<file path="src/rtl/alu_sequencer.sv">
// rtl/alu_sequencer.sv - request/response sequencer driving the two-stage accumulator ALU
// One op in flight: A is presented first, then B and controls, then the accumulator is sampled.
`timescale 1ns/1ps
module alu_sequencer #(
  parameter int WIDTH = 16
) (
  input  logic             i_clk,
  input  logic             i_rst,
  input  logic             i_req_valid,
  output logic             o_req_ready,
  input  logic [1:0]       i_req_op,
  input  logic [WIDTH-1:0] i_req_a,
  input  logic [WIDTH-1:0] i_req_b,
  output logic             o_rsp_valid,
  input  logic             i_rsp_ready,
  output logic [WIDTH-1:0] o_rsp_result,
  output logic             o_rsp_zero,
  output logic             o_rsp_err,
  output logic [WIDTH-1:0] o_alu_a,
  output logic [WIDTH-1:0] o_alu_b,
  output logic             o_alu_addsub,
  output logic             o_alu_xor,
  input  logic [WIDTH-1:0] i_alu_out
);

  localparam logic [1:0] OP_SUB = 2'b01;
  localparam logic [1:0] OP_XOR = 2'b10;
  localparam logic [1:0] OP_ILL = 2'b11;

  typedef enum logic [2:0] {
    S_IDLE,
    S_LOAD_A,
    S_EXEC,
    S_CAPT,
    S_RESP
  } state_t;

  state_t           r_state;
  state_t           w_next;
  logic             w_accept;
  logic [1:0]       r_op;
  logic [WIDTH-1:0] r_b;
  logic [WIDTH-1:0] r_alu_a;
  logic [WIDTH-1:0] r_alu_b;
  logic             r_alu_addsub;
  logic             r_alu_xor;
  logic [WIDTH-1:0] r_rsp_result;
  logic             r_rsp_zero;
  logic             r_rsp_err;

  always_ff @(posedge i_clk or posedge i_rst) begin
    if (i_rst) r_state <= S_IDLE;
    else       r_state <= w_next;
  end

  always_comb begin
    w_next      = r_state;
    o_req_ready = 1'b0;
    o_rsp_valid = 1'b0;
    w_accept    = 1'b0;
    case (r_state)
      S_IDLE: begin
        o_req_ready = 1'b1;
        w_accept    = i_req_valid;
        if (i_req_valid) w_next = (i_req_op == OP_ILL) ? S_RESP : S_LOAD_A;
      end
      S_LOAD_A: w_next = S_EXEC;
      S_EXEC:   w_next = S_CAPT;
      S_CAPT:   w_next = S_RESP;
      S_RESP: begin
        o_rsp_valid = 1'b1;
        if (i_rsp_ready) w_next = S_IDLE;
      end
      default:  w_next = S_IDLE;
    endcase
  end

  // Illegal ops skip the ALU entirely, so alu_a is left untouched for them.
  always_ff @(posedge i_clk or posedge i_rst) begin
    if (i_rst) begin
      r_op         <= '0;
      r_b          <= '0;
      r_alu_a      <= '0;
      r_alu_b      <= '0;
      r_alu_addsub <= 1'b0;
      r_alu_xor    <= 1'b0;
      r_rsp_result <= '0;
      r_rsp_zero   <= 1'b0;
      r_rsp_err    <= 1'b0;
    end else begin
      case (r_state)
        S_IDLE: begin
          if (w_accept) begin
            r_op <= i_req_op;
            r_b  <= i_req_b;
            if (i_req_op == OP_ILL) begin
              r_rsp_err    <= 1'b1;
              r_rsp_result <= '0;
              r_rsp_zero   <= 1'b0;
            end else begin
              r_rsp_err <= 1'b0;
              r_alu_a   <= i_req_a;
            end
          end
        end
        S_LOAD_A: begin
          r_alu_b      <= r_b;
          r_alu_addsub <= (r_op == OP_SUB);
          r_alu_xor    <= (r_op == OP_XOR);
        end
        S_EXEC: begin
          r_alu_addsub <= 1'b0;
          r_alu_xor    <= 1'b0;
        end
        S_CAPT: begin
          r_rsp_result <= i_alu_out;
          r_rsp_zero   <= (i_alu_out == '0);
        end
        default: ;
      endcase
    end
  end

  assign o_rsp_result = r_rsp_result;
  assign o_rsp_zero   = r_rsp_zero;
  assign o_rsp_err    = r_rsp_err;
  assign o_alu_a      = r_alu_a;
  assign o_alu_b      = r_alu_b;
  assign o_alu_addsub = r_alu_addsub;
  assign o_alu_xor    = r_alu_xor;

endmodule

</file>
<file path="config.mk">
export PLATFORM = sky130hd
export DESIGN_NAME = alu_sequencer
export DESIGN_NICKNAME = d
export VERILOG_FILES = /design/src/rtl/alu_sequencer.sv
export SDC_FILE = /design/constraint.sdc
export NUM_CORES = 1
export LEC_CHECK = 0
export CORE_MARGIN = 1.5
export CORE_UTILIZATION = 44
export DETAILED_ROUTE_END_ITERATION = 10
export MAX_ROUTING_LAYER = met4
export PLACE_DENSITY = 0.85
export RECOVER_POWER = 50
export SLEW_MARGIN = 40
export SYNTH_ARGS = -nofsm -noshare
export SYNTH_HDL_FRONTEND = slang
export SYNTH_SLANG_ARGS = --single-unit
</file>
<file path="constraint.sdc">
create_clock -name i_clk -period 2.9 [get_ports i_clk]
set_clock_uncertainty 0.1 [all_clocks]
set_input_delay 0.435 -clock i_clk [delete_from_list [all_inputs] [get_ports i_clk]]
set_output_delay 0.435 -clock i_clk [all_outputs]
set_load 0.05 [all_outputs]
</file>
---- Word-level counts from Yosys, hierarchy flattened ----
Index checks and enable logic that the tools add are counted.
word-level totals
  input bits .............................. 54
  output and inout port bits .............. 54
  bits in registers ....................... 73
cells by class
  multiplexer cells ....................... 16
  bitwise gates (word level) .............. 1
  reduce and logical (&&, ||, !) cells .... 8
  eq/ne operators ......................... 11
operators with widths
  kind                  number
  $mux W16              2
  $pmux W16 S2          1
  $logic_not A16 Y1     1
  $pmux W3 S5           1
  $mux W3               3
  $ne A2 B2 Y1 const B  4
  $eq A3 B2 Y1 const B  2
  $mux W1               6
  $pmux W1 S2           3
  $reduce_and A3 Y1     2
  $eq A2 B2 Y1 const B  2
  $reduce_and A2 Y1     2
  $reduce_bool A2 Y1    2
  $eq A3 B1 Y1 const B  1
  $eq A3 B3 Y1 const B  1
  $logic_not A3 Y1      1
  $eq A2 B1 Y1 const B  1
  $not A1 Y1            1

---- Longest topological paths before layout ----
  depth in word-level cells ............... 4
  mapped depth ............................ 6

---- Worst setup path before layout ----
No wires, ideal clock.
  kind .................................... reg2out
  start point ............................. reg r_state[0]
  end point ............................... out o_req_ready
  cell stages (with the launch flop) ...... 3
  arrival time ............................ 1598 ps
  path slack .............................. 767 ps
  path buffers ............................ 1
  cell sequence ........................... dfrtp_1 buf_2 nor3_1
on the way
  cells in the longest elaborated chain, start to end .. 2
ends and longest elaborated chain
  element                 line  RTL
  start, declared         38    state_t r_state;
  start signal, assigned  53    else r_state <= w_next;
  $logic_not A3 Y1        61    case (r_state)
  $mux W1                 61
  end, declared           10    output logic o_req_ready,
Every way passes these cells.

---- Final worst setup path ----
  start point ............................. in i_req_valid
  end point ............................... reg r_rsp_result[3], in the netlist o_rsp_result[3]
on the way
  cells in the longest elaborated chain, start to end .. 3
ends and longest elaborated chain
  element                             line  RTL
  start, declared                     9     input logic i_req_valid,
  $mux W1                             61
  $ne A2 B2 Y1 (no source line)       -
  $reduce_and A3 Y1 (no source line)  -
  end signal, assigned                116   r_rsp_result <= i_alu_out;
  end, declared                       47    logic [WIDTH-1:0] r_rsp_result;
Every way passes these cells.
A chain may end at the register's enable or synchronous reset.

==> summary by stage <==
Power
The power per unit of standard cell area is 1364 mW/mm². The analysis attributes to cell leakage a power of 1.837 nW. The design draws 5.764 mW. Across the VDD grid, the largest voltage drop is 0.8834 mV.

Routing
The count of antenna-violating nets left after detailed routing is 0. The mean number of vias per cell is 5.177. The number of optimization iterations in the first detailed-route pass is 4. After detailed routing, the average wire length per cell comes to 16.29 µm. The routed layout has 1957 vias.

For this block, the routed nets add up to 6158 µm of wire. In this run, the number of DRC markers left after iteration 0 of detailed routing was 85. In the routed design, unresolved DRC markers number 0.

Setup path
The worst register-to-register path ends at o_rsp_result[3]. Walking the worst path, the cells encountered are clkdlybuf4s50_1 -> nor4b_4 -> clkbuf_1 -> a31oi_2 -> buf_4 -> a22o_1. The peak fanout along the critical path is 23. The category of cells accounting for the largest share of critical-path delay is buffers and inverters. STA puts the critical path data required time at 3.02 ns. The category of the worst setup path capture point is a register. Counting both buffers and inverters, the worst setup path holds a total of 3.

The beginning of the worst register-to-register path is r_state[0]. The critical path is of the in -> reg type. STA puts the critical path data arrival time at 2.66 ns. The highest cell delay on the worst timing path is 0.88 ns. The worst register-to-register path has a setup slack of 0.38 ns.

Counting cells, the worst reg-to-reg path comes to 5. The largest individual stage delay along the critical path comes from the cell sky130_fd_sc_hd__clkbuf_1. STA classifies the critical path startpoint as an input port.

Clock network
The clock latency on the worst-skew pair is 0.33 ns. The cell chosen for the clock root is sky130_fd_sc_hd__clkbuf_8. The number of buffers on the longest clock path is 2. Clock tree synthesis inserted a total of 9 buffers.

The number of instances resized during post-cts repair is 0. The deepest level of the CTS H-tree is 3. The hold buffer count at CTS is 0. After clock tree synthesis, the clock-pin slew on the worst setup and hold paths is 0.07 ns. The CTS tree is done. Post-CTS timing repair inserted 0 buffers for setup. Clock tree synthesis found a total of 73 sinks.

STA
For the pin with the worst max-slew slack, the measured transition is 1.138 ns. The total of endpoints with negative setup slack in the final report is 0. The final critical path time including I/O delays and setup is 2.541 ns. Setup repair after global routing left no endpoint under its margin. The worst slack on hold paths is 0.3951 ns.

Headroom to the max-slew limit came out at 24.16%. Timing would allow up to 393.6 MHz. The max-slew violation count came to 0.

The least setup slack across all paths after layout is 0.3592 ns. The final critical path takes up 87.61% of the cycle. After routing, the total negative slack on setup checks comes to 0 ns.

The final hold violation count was 0.

Yosys
The distinct cell type count of the synthesized netlist is 25. In this run, synthesis produced a sequential element count of 73. The mean post-synth cell area is 15.39 µm².

The warning count from the yosys run is 0. The area of the mapped netlist is 0.002831 mm². The cell count after synthesis came out at 184.

Sequential cells were found to cover 64.52% of the synthesized design area. In the synthesized netlist the async set-or-reset flop fraction comes to 100.0%. In this run, synthesis inferred 0 flip-flops with an integrated enable. The net count after synthesis is 238. For this run, the leading register cell type out of synthesis is sky130_fd_sc_hd__dfrtp_1.

Cells and area
The layout cell share with drive strength beyond 1 is 22.92%. In the final layout, the multi-input gates occupy 922.1 µm². The final design utilization is 67.31%. The area growth from synthesis to layout is 49.23%. Summing all flip-flop and latch instances after layout gives 0.001827 mm². The final layout contains 350 nets. The repair_antennas step left the layout with diodes totalling 0. The non-filler instance count after layout is 378. The number of fill cells in the layout is 476. The final cell area excluding filler cells is 0.004225 mm².

Min path
The path with the worst hold slack has its endpoint at o_alu_xor. Along the worst hold path, the cell count comes to 1. The tightest min-delay check is of the reg -> reg type.

The start point of the worst min-delay path is o_alu_xor.

Global routing
The via count of the first global-routing pass is 2116. The global-route congestion overflow total is 0. The first global-routing pass estimated 10290 µm of wire. Entering global routing, the biggest net connects 65 pins. The total global routing track utilization is 19.54%. The initial antenna violation count came to 0.

Placement
The global placement routability congestion is 0.7911. The setup slack at placement is 0.6253 ns. Once placement completed, the tool counted placed cells totaling 362. The area of placed instances is 0.003994 mm². Buffers placed on the I/O ports in this run total 107.

The estimated wirelength of the detail-placed design is 4242 µm.

Floorplan
The height of the die is 83.22 µm. The total die area is 0.006926 mm². The count of standard-cell rows is 29.

The x dimension of the die is 83.22 µm. The number of primary I/O pins is 108. The initial standard-cell utilization of the core is 45.11%.

After floorplanning, the core was sized to cover 0.006277 mm².

Run status
The flow ran to the end, and the final reports show no timing, DRC or antenna violations.

Run
Across the run, the number of max-cap violations was 0.
[worst register-to-register path, delay by kind of cell, from the launching register on]
family	cells	cell delay, ns
flip-flops	1	0.48
buffers and inverters	2	1.12
AO/OA/AOI/OAI	2	0.37
AND/OR/NAND/NOR	1	0.34
[registers in the layout, indices dropped and copies added (netlist names)]
register,count
o_alu_a,16
o_alu_b,16
o_rsp_result,16
r_b,16
r_state,3
r_op,2
o_alu_addsub,1
o_alu_xor,1
o_rsp_err,1
o_rsp_zero,1
[cell usage after synthesis (2+ instances only)]
master	count	share of area [%]
sky130_fd_sc_hd__mux2_2	38	15
sky130_fd_sc_hd__nor4_1	4	0.88
sky130_fd_sc_hd__dfrtp_1	73	65
sky130_fd_sc_hd__inv_1	6	0.80
sky130_fd_sc_hd__nand3_1	3	0.53
sky130_fd_sc_hd__a32o_1	2	0.71
sky130_fd_sc_hd__nand2_1	4	0.53
sky130_fd_sc_hd__nor3_1	2	0.35
sky130_fd_sc_hd__a22o_1	16	4.9
sky130_fd_sc_hd__buf_2	9	1.6
sky130_fd_sc_hd__o21ai_0	4	0.71
sky130_fd_sc_hd__mux2_4	10	5.3
[cell type report]
| type | count | share of cell area (%) |
|---|---|---|
| tap | 77 | 2.280 |
| inverter | 6 | 0.5330 |
| clock buffer | 11 | 3.346 |
| sequential | 73 | 43.23 |
| multi-input combinational | 94 | 21.82 |
| clock inverter | 5 | 2.428 |
| timing repair buffer | 112 | 26.35 |
[placed cells by master, fill, tap and decap left out, drive strengths merged]
| master | count |
|---|---|
| clkdlybuf4s50 | 105 |
| dfrtp | 73 |
| mux2 | 48 |
| a22o | 16 |
| clkbuf | 13 |
| inv | 6 |
| nand2 | 5 |
| o21ai | 4 |
| nor4 | 4 |
| nand3 | 3 |
| bufinv | 3 |
| buf | 3 |
| nor3 | 2 |
| a32o | 2 |
| dlygate4sd3 | 2 |
| nor3b | 1 |
| nor4b | 1 |
| a21oi | 1 |
| and3b | 1 |
| a31oi | 1 |
| xor2 | 1 |
| nand2b | 1 |
| nor2 | 1 |
| or4 | 1 |
| o2bb2ai | 1 |
| clkinv | 1 |
| clkinvlp | 1 |
[power breakdown]
| group | internal (mW) | switching, mW | total [mW] |
|---|---|---|---|
| Combinational | 1.22 | 1.79 | 3.00 |
| Clock | 0.594 | 0.364 | 0.958 |
| Sequential | 1.51 | 0.290 | 1.80 |
| Total | 3.32 | 2.44 | 5.76 |
[kinds of logic after synthesis]
kind of cell    count (synthesis)  synth area share, %
xor+xnor                        1               0.3094
compound gates                 25                7.291
mux                            48                20.42
flops                          73                64.52
simple gates                   20                4.551
buf+inv                        17                2.916
[routing by layer]
metal / wire length, µm / part of all wire [%] / GRT usage, %
met1: 2568 / 42 / 23.02
met2: 3110 / 51 / 31.26
met3: 308 / 5.0 / 4.871
met4: 171 / 2.8 / 10.00
met5: 0 / 0 / -
[how the worst max path moves through the flow]
stage,start,endpoint,cells after the start
6_report,i_req_valid,o_rsp_result[3],6
5_1_grt,r_state[0],o_rsp_result[3],5
4_1_cts,r_state[1],o_rsp_valid,4
3_5_place_dp,i_req_valid,o_rsp_result[6],6
3_3_place_gp,i_req_valid,o_rsp_result[13],6
2_1_floorplan,i_rst,o_alu_a[0],1
Note: power is estimated with default switching activity, not from simulation.
